## config.mk

```make
export PLATFORM = sky130hd
export DESIGN_NAME = instr_encoder
export DESIGN_NICKNAME = d
export VERILOG_FILES = /design/src/rtl/instr_encoder.sv
export SDC_FILE = /design/constraint.sdc
export NUM_CORES = 1
export LEC_CHECK = 0
export ABC_AREA = 0
export CORE_MARGIN = 2
export CORE_UTILIZATION = 46
export CTS_BUF_LIST = sky130_fd_sc_hd__clkbuf_16
export CTS_CLUSTER_DIAMETER = 40
export DETAILED_ROUTE_END_ITERATION = 10
export GPL_TIMING_DRIVEN = 0
export HOLD_SLACK_MARGIN = 0.1
export PLACE_DENSITY_LB_ADDON = 0.1
export SYNTH_ARGS = -nofsm -noshare
export SYNTH_HDL_FRONTEND = slang
export SYNTH_SLANG_ARGS = --single-unit
```

## constraint.sdc

```tcl
create_clock -name clk -period 2.5 [get_ports clk]
set_clock_uncertainty 0.2 [all_clocks]
set_input_delay 0.5 -clock clk [delete_from_list [all_inputs] [get_ports clk]]
set_output_delay 0.5 -clock clk [all_outputs]
set_load 0.02 [all_outputs]
```

## src/rtl/instr_encoder.sv

```systemverilog
`default_nettype none
// instr_encoder: turns (cmd, addressing mode, operand) into a 6502 opcode byte plus 0-2 little-endian operand bytes.
// Optional build macro INSTR_ENC_ILLEGAL_NOP_EN: illegal pairs are emitted as NOP (EA) instead of being dropped, err still pulses.
module instr_encoder #(
  parameter int CMD_W  = 6,
  parameter int ADDR_W = 4,
  parameter int CNT_W  = 16
) (
  input  logic              clk,
  input  logic              rst,
  input  logic              in_valid,
  output logic              in_ready,
  input  logic [CMD_W-1:0]  cmd,
  input  logic [ADDR_W-1:0] address,
  input  logic [15:0]       operand,
  output logic              out_valid,
  input  logic              out_ready,
  output logic [7:0]        out_byte,
  output logic              out_last,
  output logic              err,
  output logic [CNT_W-1:0]  instr_count
);

  localparam logic [CMD_W-1:0]
    CMD_BRK = 0,  CMD_ORA = 1,  CMD_ASL = 2,  CMD_PHP = 3,  CMD_BPL = 4,  CMD_CLC = 5,
    CMD_JSR = 6,  CMD_AND = 7,  CMD_BIT = 8,  CMD_ROL = 9,  CMD_PLP = 10, CMD_BMI = 11,
    CMD_SEC = 12, CMD_RTI = 13, CMD_EOR = 14, CMD_LSR = 15, CMD_PHA = 16, CMD_JMP = 17,
    CMD_BVC = 18, CMD_CLI = 19, CMD_RTS = 20, CMD_ADC = 21, CMD_ROR = 22, CMD_PLA = 23,
    CMD_BVS = 24, CMD_SEI = 25, CMD_STA = 26, CMD_STY = 27, CMD_STX = 28, CMD_DEY = 29,
    CMD_TXA = 30, CMD_BCC = 31, CMD_TYA = 32, CMD_TXS = 33, CMD_LDY = 34, CMD_LDA = 35,
    CMD_LDX = 36, CMD_TAY = 37, CMD_TAX = 38, CMD_BCS = 39, CMD_CLV = 40, CMD_TSX = 41,
    CMD_CPY = 42, CMD_CMP = 43, CMD_DEC = 44, CMD_INY = 45, CMD_DEX = 46, CMD_BNE = 47,
    CMD_CLD = 48, CMD_CPX = 49, CMD_SBC = 50, CMD_INX = 51, CMD_NOP = 52, CMD_BEQ = 53,
    CMD_SED = 54, CMD_INC = 55, CMD_ASLA = 56, CMD_ROLA = 57, CMD_LSRA = 58, CMD_RORA = 59;

  localparam logic [ADDR_W-1:0]
    AM_IMP = 0, AM_ACC = 1, AM_IMM = 2, AM_ZPG = 3, AM_ZPGX = 4, AM_ZPGY = 5, AM_ABS = 6,
    AM_ABSX = 7, AM_ABSY = 8, AM_IND = 9, AM_XIND = 10, AM_INDY = 11, AM_REL = 12;

  typedef enum logic [1:0] {IDLE, EMIT_OP, EMIT_LO, EMIT_HI} state_t;
  state_t state;

  logic       lk_legal;
  logic [7:0] lk_op;
  logic [1:0] lk_len;
  logic [7:0] base;
  logic [7:0] lo;
  logic       imp_only;
  logic       acc_form;
  logic       rel_only;

  always_comb begin
    lk_legal = 1'b1;
    lk_op    = 8'h00;
    base     = 8'h00;
    lo       = 8'h00;
    imp_only = 1'b0;
    acc_form = 1'b0;
    rel_only = 1'b0;
    case (address)
      AM_IMM, AM_ZPG, AM_ZPGX, AM_ZPGY, AM_XIND, AM_INDY, AM_REL: lk_len = 2'd1;
      AM_ABS, AM_ABSX, AM_ABSY, AM_IND:                           lk_len = 2'd2;
      default:                                                    lk_len = 2'd0;
    endcase
    case (cmd)
      // ALU group: the mode selects the low bits, the instruction selects the top three bits.
      CMD_ORA, CMD_AND, CMD_EOR, CMD_ADC, CMD_STA, CMD_LDA, CMD_CMP, CMD_SBC: begin
        case (cmd)
          CMD_AND: base = 8'h20;
          CMD_EOR: base = 8'h40;
          CMD_ADC: base = 8'h60;
          CMD_STA: base = 8'h80;
          CMD_LDA: base = 8'hA0;
          CMD_CMP: base = 8'hC0;
          CMD_SBC: base = 8'hE0;
          default: base = 8'h00;
        endcase
        case (address)
          AM_XIND: lo = 8'h01;
          AM_ZPG:  lo = 8'h05;
          AM_IMM:  lo = 8'h09;
          AM_ABS:  lo = 8'h0D;
          AM_INDY: lo = 8'h11;
          AM_ZPGX: lo = 8'h15;
          AM_ABSY: lo = 8'h19;
          AM_ABSX: lo = 8'h1D;
          default: lk_legal = 1'b0;
        endcase
        lk_op = base | lo;
        if (cmd == CMD_STA && address == AM_IMM) lk_legal = 1'b0;
      end
      CMD_ASL, CMD_ROL, CMD_LSR, CMD_ROR, CMD_DEC, CMD_INC: begin
        case (cmd)
          CMD_ROL: base = 8'h20;
          CMD_LSR: base = 8'h40;
          CMD_ROR: base = 8'h60;
          CMD_DEC: base = 8'hC0;
          CMD_INC: base = 8'hE0;
          default: base = 8'h00;
        endcase
        case (address)
          AM_ZPG:  lo = 8'h06;
          AM_ABS:  lo = 8'h0E;
          AM_ZPGX: lo = 8'h16;
          AM_ABSX: lo = 8'h1E;
          default: lk_legal = 1'b0;
        endcase
        lk_op = base | lo;
      end
      CMD_STX: case (address)
        AM_ZPG: lk_op = 8'h86;  AM_ABS: lk_op = 8'h8E;  AM_ZPGY: lk_op = 8'h96;
        default: lk_legal = 1'b0;
      endcase
      CMD_LDX: case (address)
        AM_IMM: lk_op = 8'hA2;  AM_ZPG: lk_op = 8'hA6;  AM_ABS: lk_op = 8'hAE;
        AM_ZPGY: lk_op = 8'hB6; AM_ABSY: lk_op = 8'hBE;
        default: lk_legal = 1'b0;
      endcase
      CMD_STY: case (address)
        AM_ZPG: lk_op = 8'h84;  AM_ABS: lk_op = 8'h8C;  AM_ZPGX: lk_op = 8'h94;
        default: lk_legal = 1'b0;
      endcase
      CMD_LDY: case (address)
        AM_IMM: lk_op = 8'hA0;  AM_ZPG: lk_op = 8'hA4;  AM_ABS: lk_op = 8'hAC;
        AM_ZPGX: lk_op = 8'hB4; AM_ABSX: lk_op = 8'hBC;
        default: lk_legal = 1'b0;
      endcase
      CMD_CPX: case (address)
        AM_IMM: lk_op = 8'hE0;  AM_ZPG: lk_op = 8'hE4;  AM_ABS: lk_op = 8'hEC;
        default: lk_legal = 1'b0;
      endcase
      CMD_CPY: case (address)
        AM_IMM: lk_op = 8'hC0;  AM_ZPG: lk_op = 8'hC4;  AM_ABS: lk_op = 8'hCC;
        default: lk_legal = 1'b0;
      endcase
      CMD_BIT: case (address)
        AM_ZPG: lk_op = 8'h24;  AM_ABS: lk_op = 8'h2C;
        default: lk_legal = 1'b0;
      endcase
      CMD_JMP: case (address)
        AM_ABS: lk_op = 8'h4C;  AM_IND: lk_op = 8'h6C;
        default: lk_legal = 1'b0;
      endcase
      // JSR has a single encoding and always carries an absolute target.
      CMD_JSR: begin lk_op = 8'h20; lk_len = 2'd2; end
      CMD_BPL: begin lk_op = 8'h10; rel_only = 1'b1; end
      CMD_BMI: begin lk_op = 8'h30; rel_only = 1'b1; end
      CMD_BVC: begin lk_op = 8'h50; rel_only = 1'b1; end
      CMD_BVS: begin lk_op = 8'h70; rel_only = 1'b1; end
      CMD_BCC: begin lk_op = 8'h90; rel_only = 1'b1; end
      CMD_BCS: begin lk_op = 8'hB0; rel_only = 1'b1; end
      CMD_BNE: begin lk_op = 8'hD0; rel_only = 1'b1; end
      CMD_BEQ: begin lk_op = 8'hF0; rel_only = 1'b1; end
      CMD_ASLA: begin lk_op = 8'h0A; acc_form = 1'b1; end
      CMD_ROLA: begin lk_op = 8'h2A; acc_form = 1'b1; end
      CMD_LSRA: begin lk_op = 8'h4A; acc_form = 1'b1; end
      CMD_RORA: begin lk_op = 8'h6A; acc_form = 1'b1; end
      CMD_BRK: begin lk_op = 8'h00; imp_only = 1'b1; end
      CMD_PHP: begin lk_op = 8'h08; imp_only = 1'b1; end
      CMD_CLC: begin lk_op = 8'h18; imp_only = 1'b1; end
      CMD_PLP: begin lk_op = 8'h28; imp_only = 1'b1; end
      CMD_SEC: begin lk_op = 8'h38; imp_only = 1'b1; end
      CMD_RTI: begin lk_op = 8'h40; imp_only = 1'b1; end
      CMD_PHA: begin lk_op = 8'h48; imp_only = 1'b1; end
      CMD_CLI: begin lk_op = 8'h58; imp_only = 1'b1; end
      CMD_RTS: begin lk_op = 8'h60; imp_only = 1'b1; end
      CMD_PLA: begin lk_op = 8'h68; imp_only = 1'b1; end
      CMD_SEI: begin lk_op = 8'h78; imp_only = 1'b1; end
      CMD_DEY: begin lk_op = 8'h88; imp_only = 1'b1; end
      CMD_TXA: begin lk_op = 8'h8A; imp_only = 1'b1; end
      CMD_TYA: begin lk_op = 8'h98; imp_only = 1'b1; end
      CMD_TXS: begin lk_op = 8'h9A; imp_only = 1'b1; end
      CMD_TAY: begin lk_op = 8'hA8; imp_only = 1'b1; end
      CMD_TAX: begin lk_op = 8'hAA; imp_only = 1'b1; end
      CMD_CLV: begin lk_op = 8'hB8; imp_only = 1'b1; end
      CMD_TSX: begin lk_op = 8'hBA; imp_only = 1'b1; end
      CMD_INY: begin lk_op = 8'hC8; imp_only = 1'b1; end
      CMD_DEX: begin lk_op = 8'hCA; imp_only = 1'b1; end
      CMD_CLD: begin lk_op = 8'hD8; imp_only = 1'b1; end
      CMD_INX: begin lk_op = 8'hE8; imp_only = 1'b1; end
      CMD_NOP: begin lk_op = 8'hEA; imp_only = 1'b1; end
      CMD_SED: begin lk_op = 8'hF8; imp_only = 1'b1; end
      default: lk_legal = 1'b0;
    endcase
    if (imp_only && address != AM_IMP) lk_legal = 1'b0;
    if (acc_form && address != AM_IMP && address != AM_ACC) lk_legal = 1'b0;
    if (rel_only && address != AM_REL) lk_legal = 1'b0;
  end

  logic       take;
  logic [7:0] acc_op;
  logic [1:0] acc_len;
`ifdef INSTR_ENC_ILLEGAL_NOP_EN
  assign take    = in_valid;
  assign acc_op  = lk_legal ? lk_op : 8'hEA;
  assign acc_len = lk_legal ? lk_len : 2'd0;
`else
  assign take    = in_valid & lk_legal;
  assign acc_op  = lk_op;
  assign acc_len = lk_len;
`endif

  logic [15:0] opnd_reg;
  logic [1:0]  len_reg;

  always_ff @(posedge clk or posedge rst) begin
    if (rst) begin
      state       <= IDLE;
      in_ready    <= 1'b1;
      out_valid   <= 1'b0;
      out_byte    <= 8'h00;
      out_last    <= 1'b0;
      err         <= 1'b0;
      instr_count <= '0;
      opnd_reg    <= 16'h0000;
      len_reg     <= 2'd0;
    end else begin
      err <= 1'b0;
      case (state)
        IDLE: begin
          err <= in_valid & ~lk_legal;
          if (take) begin
            opnd_reg  <= operand;
            len_reg   <= acc_len;
            out_byte  <= acc_op;
            out_last  <= (acc_len == 2'd0);
            out_valid <= 1'b1;
            in_ready  <= 1'b0;
            state     <= EMIT_OP;
          end
        end
        EMIT_OP, EMIT_LO, EMIT_HI: begin
          if (out_ready) begin
            if (state == EMIT_OP && len_reg != 2'd0) begin
              out_byte <= opnd_reg[7:0];
              out_last <= (len_reg == 2'd1);
              state    <= EMIT_LO;
            end else if (state == EMIT_LO && len_reg == 2'd2) begin
              out_byte <= opnd_reg[15:8];
              out_last <= 1'b1;
              state    <= EMIT_HI;
            end else begin
              out_valid   <= 1'b0;
              out_last    <= 1'b0;
              in_ready    <= 1'b1;
              instr_count <= instr_count + CNT_W'(1);
              state       <= IDLE;
            end
          end
        end
        default: state <= IDLE;
      endcase
    end
  end

endmodule
`default_nettype wire

```

==> impl_metrics.py <==
metrics = {
    "cts": {
        "cts_made_buffers": 5,
        "hold_buffers": 0,
        "ctsLongestPathBuffers": 2,
        "htree_levels": 2,
        "cts_tree": "built",
        "insertion_delay_ns": 0.28,
        "cts_sinks": 48,
        "cts-root-buf": "clkbuf_16",
        "path_clk_slew_ns": 0.06,
    },
    "placed_design": {
        "placed_area_mm2": 0.00481,
        "dpl.hpwl_mm": 9.78,
        "port_buffers": 55,
        "globalplace.congestion": 0.966,
    },
    "detailed_routing": {
        "vias": 4375,
        "antenna_left": 0,
        "dr.pass1.iters": 5,
        "avgRoutedWirePerCell_um": 21.0,
        "drtIter0Drc": 441,
        "avgViaCountPerCell": 6.37,
        "drcViolationCount": 0,
        "totalWireLength_mm": 14.4,
    },
    "power": {
        "p_leak_nw": 2.44,
        "powerDensity_mw_per_mm2": 716,
        "vdd_drop_max_mv": 0.592,
    },
    "logic_synthesis": {
        "syn_avg_cell_area_um2": 8.58,
        "synth_commonest_cells": "54 x nand2_1, 47 x dfrtp_1, 29 x nor2_1",
        "synth_top_area_share": 0.290,
        "async_flop_share": 1.00,
        "synth_edf_count": 0,
        "yosysMostFrequentCell": "nand2_1",
        "ys_warn_count": 0,
        "syn_area_mm2": 0.00406,
        "synth_seq_cells": 48,
        "yosysUniqueCellTypes": 87,
        "synth_area_leader_cell": "dfrtp_1",
        "netlist_instances": 473,
        "synth_area_leaders": "dfrtp_1 29%, nand2_1 5.0%, mux2_1 4.2%",
        "ys_seq_area_frac": 0.296,
        "syn_nets": 506,
        "yosys_most_used_dff": "dfrtp_1",
    },
    "floorplanning": {
        "start_util": 0.470,
        "core-area_mm2": 0.00864,
        "std_cell_rows": 34,
        "num_io_pins": 58,
        "die_h_um": 97.9,
        "fp.dieArea_mm2": 0.00959,
        "die_x_um": 97.9,
    },
    "finish": {
        "nFillCells": 670,
        "drive_gt1_frac": 0.340,
        "nets": 611,
        "antenna_cells": 0,
        "area_growth_pct": 45.8,
        "fin_area_mm2": 0.00592,
    },
    "global_route": {
        "grt_pass1_wl_mm": 22.7,
        "antenna_found_initial": 0,
        "grt_pass1_vias": 4124,
        "overflow": 0,
        "grt_max_degree": 26,
        "grt_usage": 0.295,
    },
    "worst_setup_path": {
        "slowest_delay_ns": 0.30,
        "startpoint_type": "primary input",
        "path_cells": "buf_8 > buf_8 > buf_8 > buf_8 > nand3b_1 > o22a_1 > a21oi_2 > a221oi_2 > o2111ai_4 > a31oi_4 > buf_12 > buf_12 > buf_8 > mux2_4",
        "crit_required_ns": 2.47,
        "crit_slowest_cell": "a221oi_2",
        "cp.arrival_ns": 2.80,
        "cp_max_fo": 6,
        "worst_setup_path_end_kind": "register",
        "critPathKind": "in -> reg",
        "path_common_cell": "buf_8",
    },
    "timing": {
        "grt_setup_unrepaired": "yes",
        "setup_violations": 30,
        "worst_pin_slew_ns": 0.601,
        "min_period_ns": 2.84,
        "relSlewSlack": 0.597,
        "slew_viol_final": 0,
        "min_period_over_period": 1.13,
        "max_freq_ghz": 0.353,
        "finalHoldViolCount": 0,
        "whs_ns": 0.270,
        "layout_setup_ws_ns": -0.337,
    },
    "status": {
        "outcome": "complete, but fails checks",
        "violations": "negative setup slack",
    },
    "hold_path": {
        "min_path_type": "reg -> reg",
    },
    "flow_run": {
        "maxCapViolCount": 0,
    },
}
## worst max-delay path, delay by kind of cell
family	cells	cell delay [ns]
muxes	1	0.30
AOI/OAI and AO/OA	5	0.97
and+or+nand+nor	1	0.13
buffers and inverters	7	0.87
## kinds of logic after synthesis
family | after synthesis | synth area share
mux | 32 | 0.0937
flops | 48 | 0.296
fa+ha+maj | 3 | 0.00925
simple gates | 189 | 0.249
compound gates | 130 | 0.236
xor+xnor | 21 | 0.0472
buf+inv | 50 | 0.0678
## what timing repair did
action                                  CTS  global route
pin swaps                                19             7
hold endpoints to repair                  0             0
endpoints found under the setup margin   40            38
gates cloned                              6             1
setup buffers                            30             6
resized for setup                       162            13
## per-stage QoR
stage	utilization	cells	setup WS (ns)	total power [W]	setup TNS, ns
after floorplan	-	473	-0.257	0.00241	-5.57
after global placement	0.554	636	-1.22	0.00296	-51.74
after detailed placement	0.557	637	-1.21	0.00300	-38.27
after CTS	0.672	680	-0.209	0.00418	-4.19
after global routing	0.685	687	-0.358	0.00448	-8.82
final	0.685	687	-0.337	0.00424	-8.07
## cells in the final DEF (no fill, tap or decap), types with 7 or more instances in the layout
cell,count
mux2_4,25
buf_6,13
nor2_2,8
buf_4,32
xnor2_1,14
nand2b_1,15
buf_8,12
nand3_1,15
a21oi_1,22
inv_1,9
dfrtp_1,47
o21ai_0,22
nor2b_1,8
nand4_1,10
nand2_1,48
nor3_1,7
nor2_1,21
buf_2,10
clkdlybuf4s50_1,47
## worst paths after layout
check                      cells after the start               to  slack [ns]       startpoint
min in group asynchronous                      2       len_reg[1]        0.41              rst
max in group asynchronous                      3         in_ready        1.10              rst
min reg2reg                                    1  instr_count[15]        0.27  instr_count[15]
max reg2reg                                    9      out_byte[2]       -0.08         state[0]
max                                           14      opnd_reg[7]       -0.34           cmd[3]
min                                            1  instr_count[15]        0.27  instr_count[15]
## power by group
group / internal [W] / leakage (nW) / switching (W)
logic: 0.00116 / 1.75 / 0.00105
clock network: 0.000470 / 0.0814 / 0.000284
registers: 0.00107 / 0.605 / 0.000195
total: 0.00270 / 2.44 / 0.00153
## layout make-up
class / count / area [µm²] / area share
plain buffers: 34 / 334 / 0.0564
flip-flops and latches: 48 / 1200 / 0.203
multi-input cells: 375 / 3000 / 0.507
well taps: 108 / 135 / 0.0228
clock buffers: 5 / 125 / 0.0211
clock inverters: 3 / 42.5 / 0.00719
inverters: 15 / 61.3 / 0.0104
repair buffers: 99 / 1020 / 0.172
## layer usage
layer	vias to the layer above	wire [µm]	GRT usage
li1	1947	-	-
met1	2152	6260	0.437
met2	236	6460	0.451
met3	40	1260	0.0480
met4	0	434	0.0759
met5	-	0	0
Note: power is estimated with default switching activity, not from simulation.
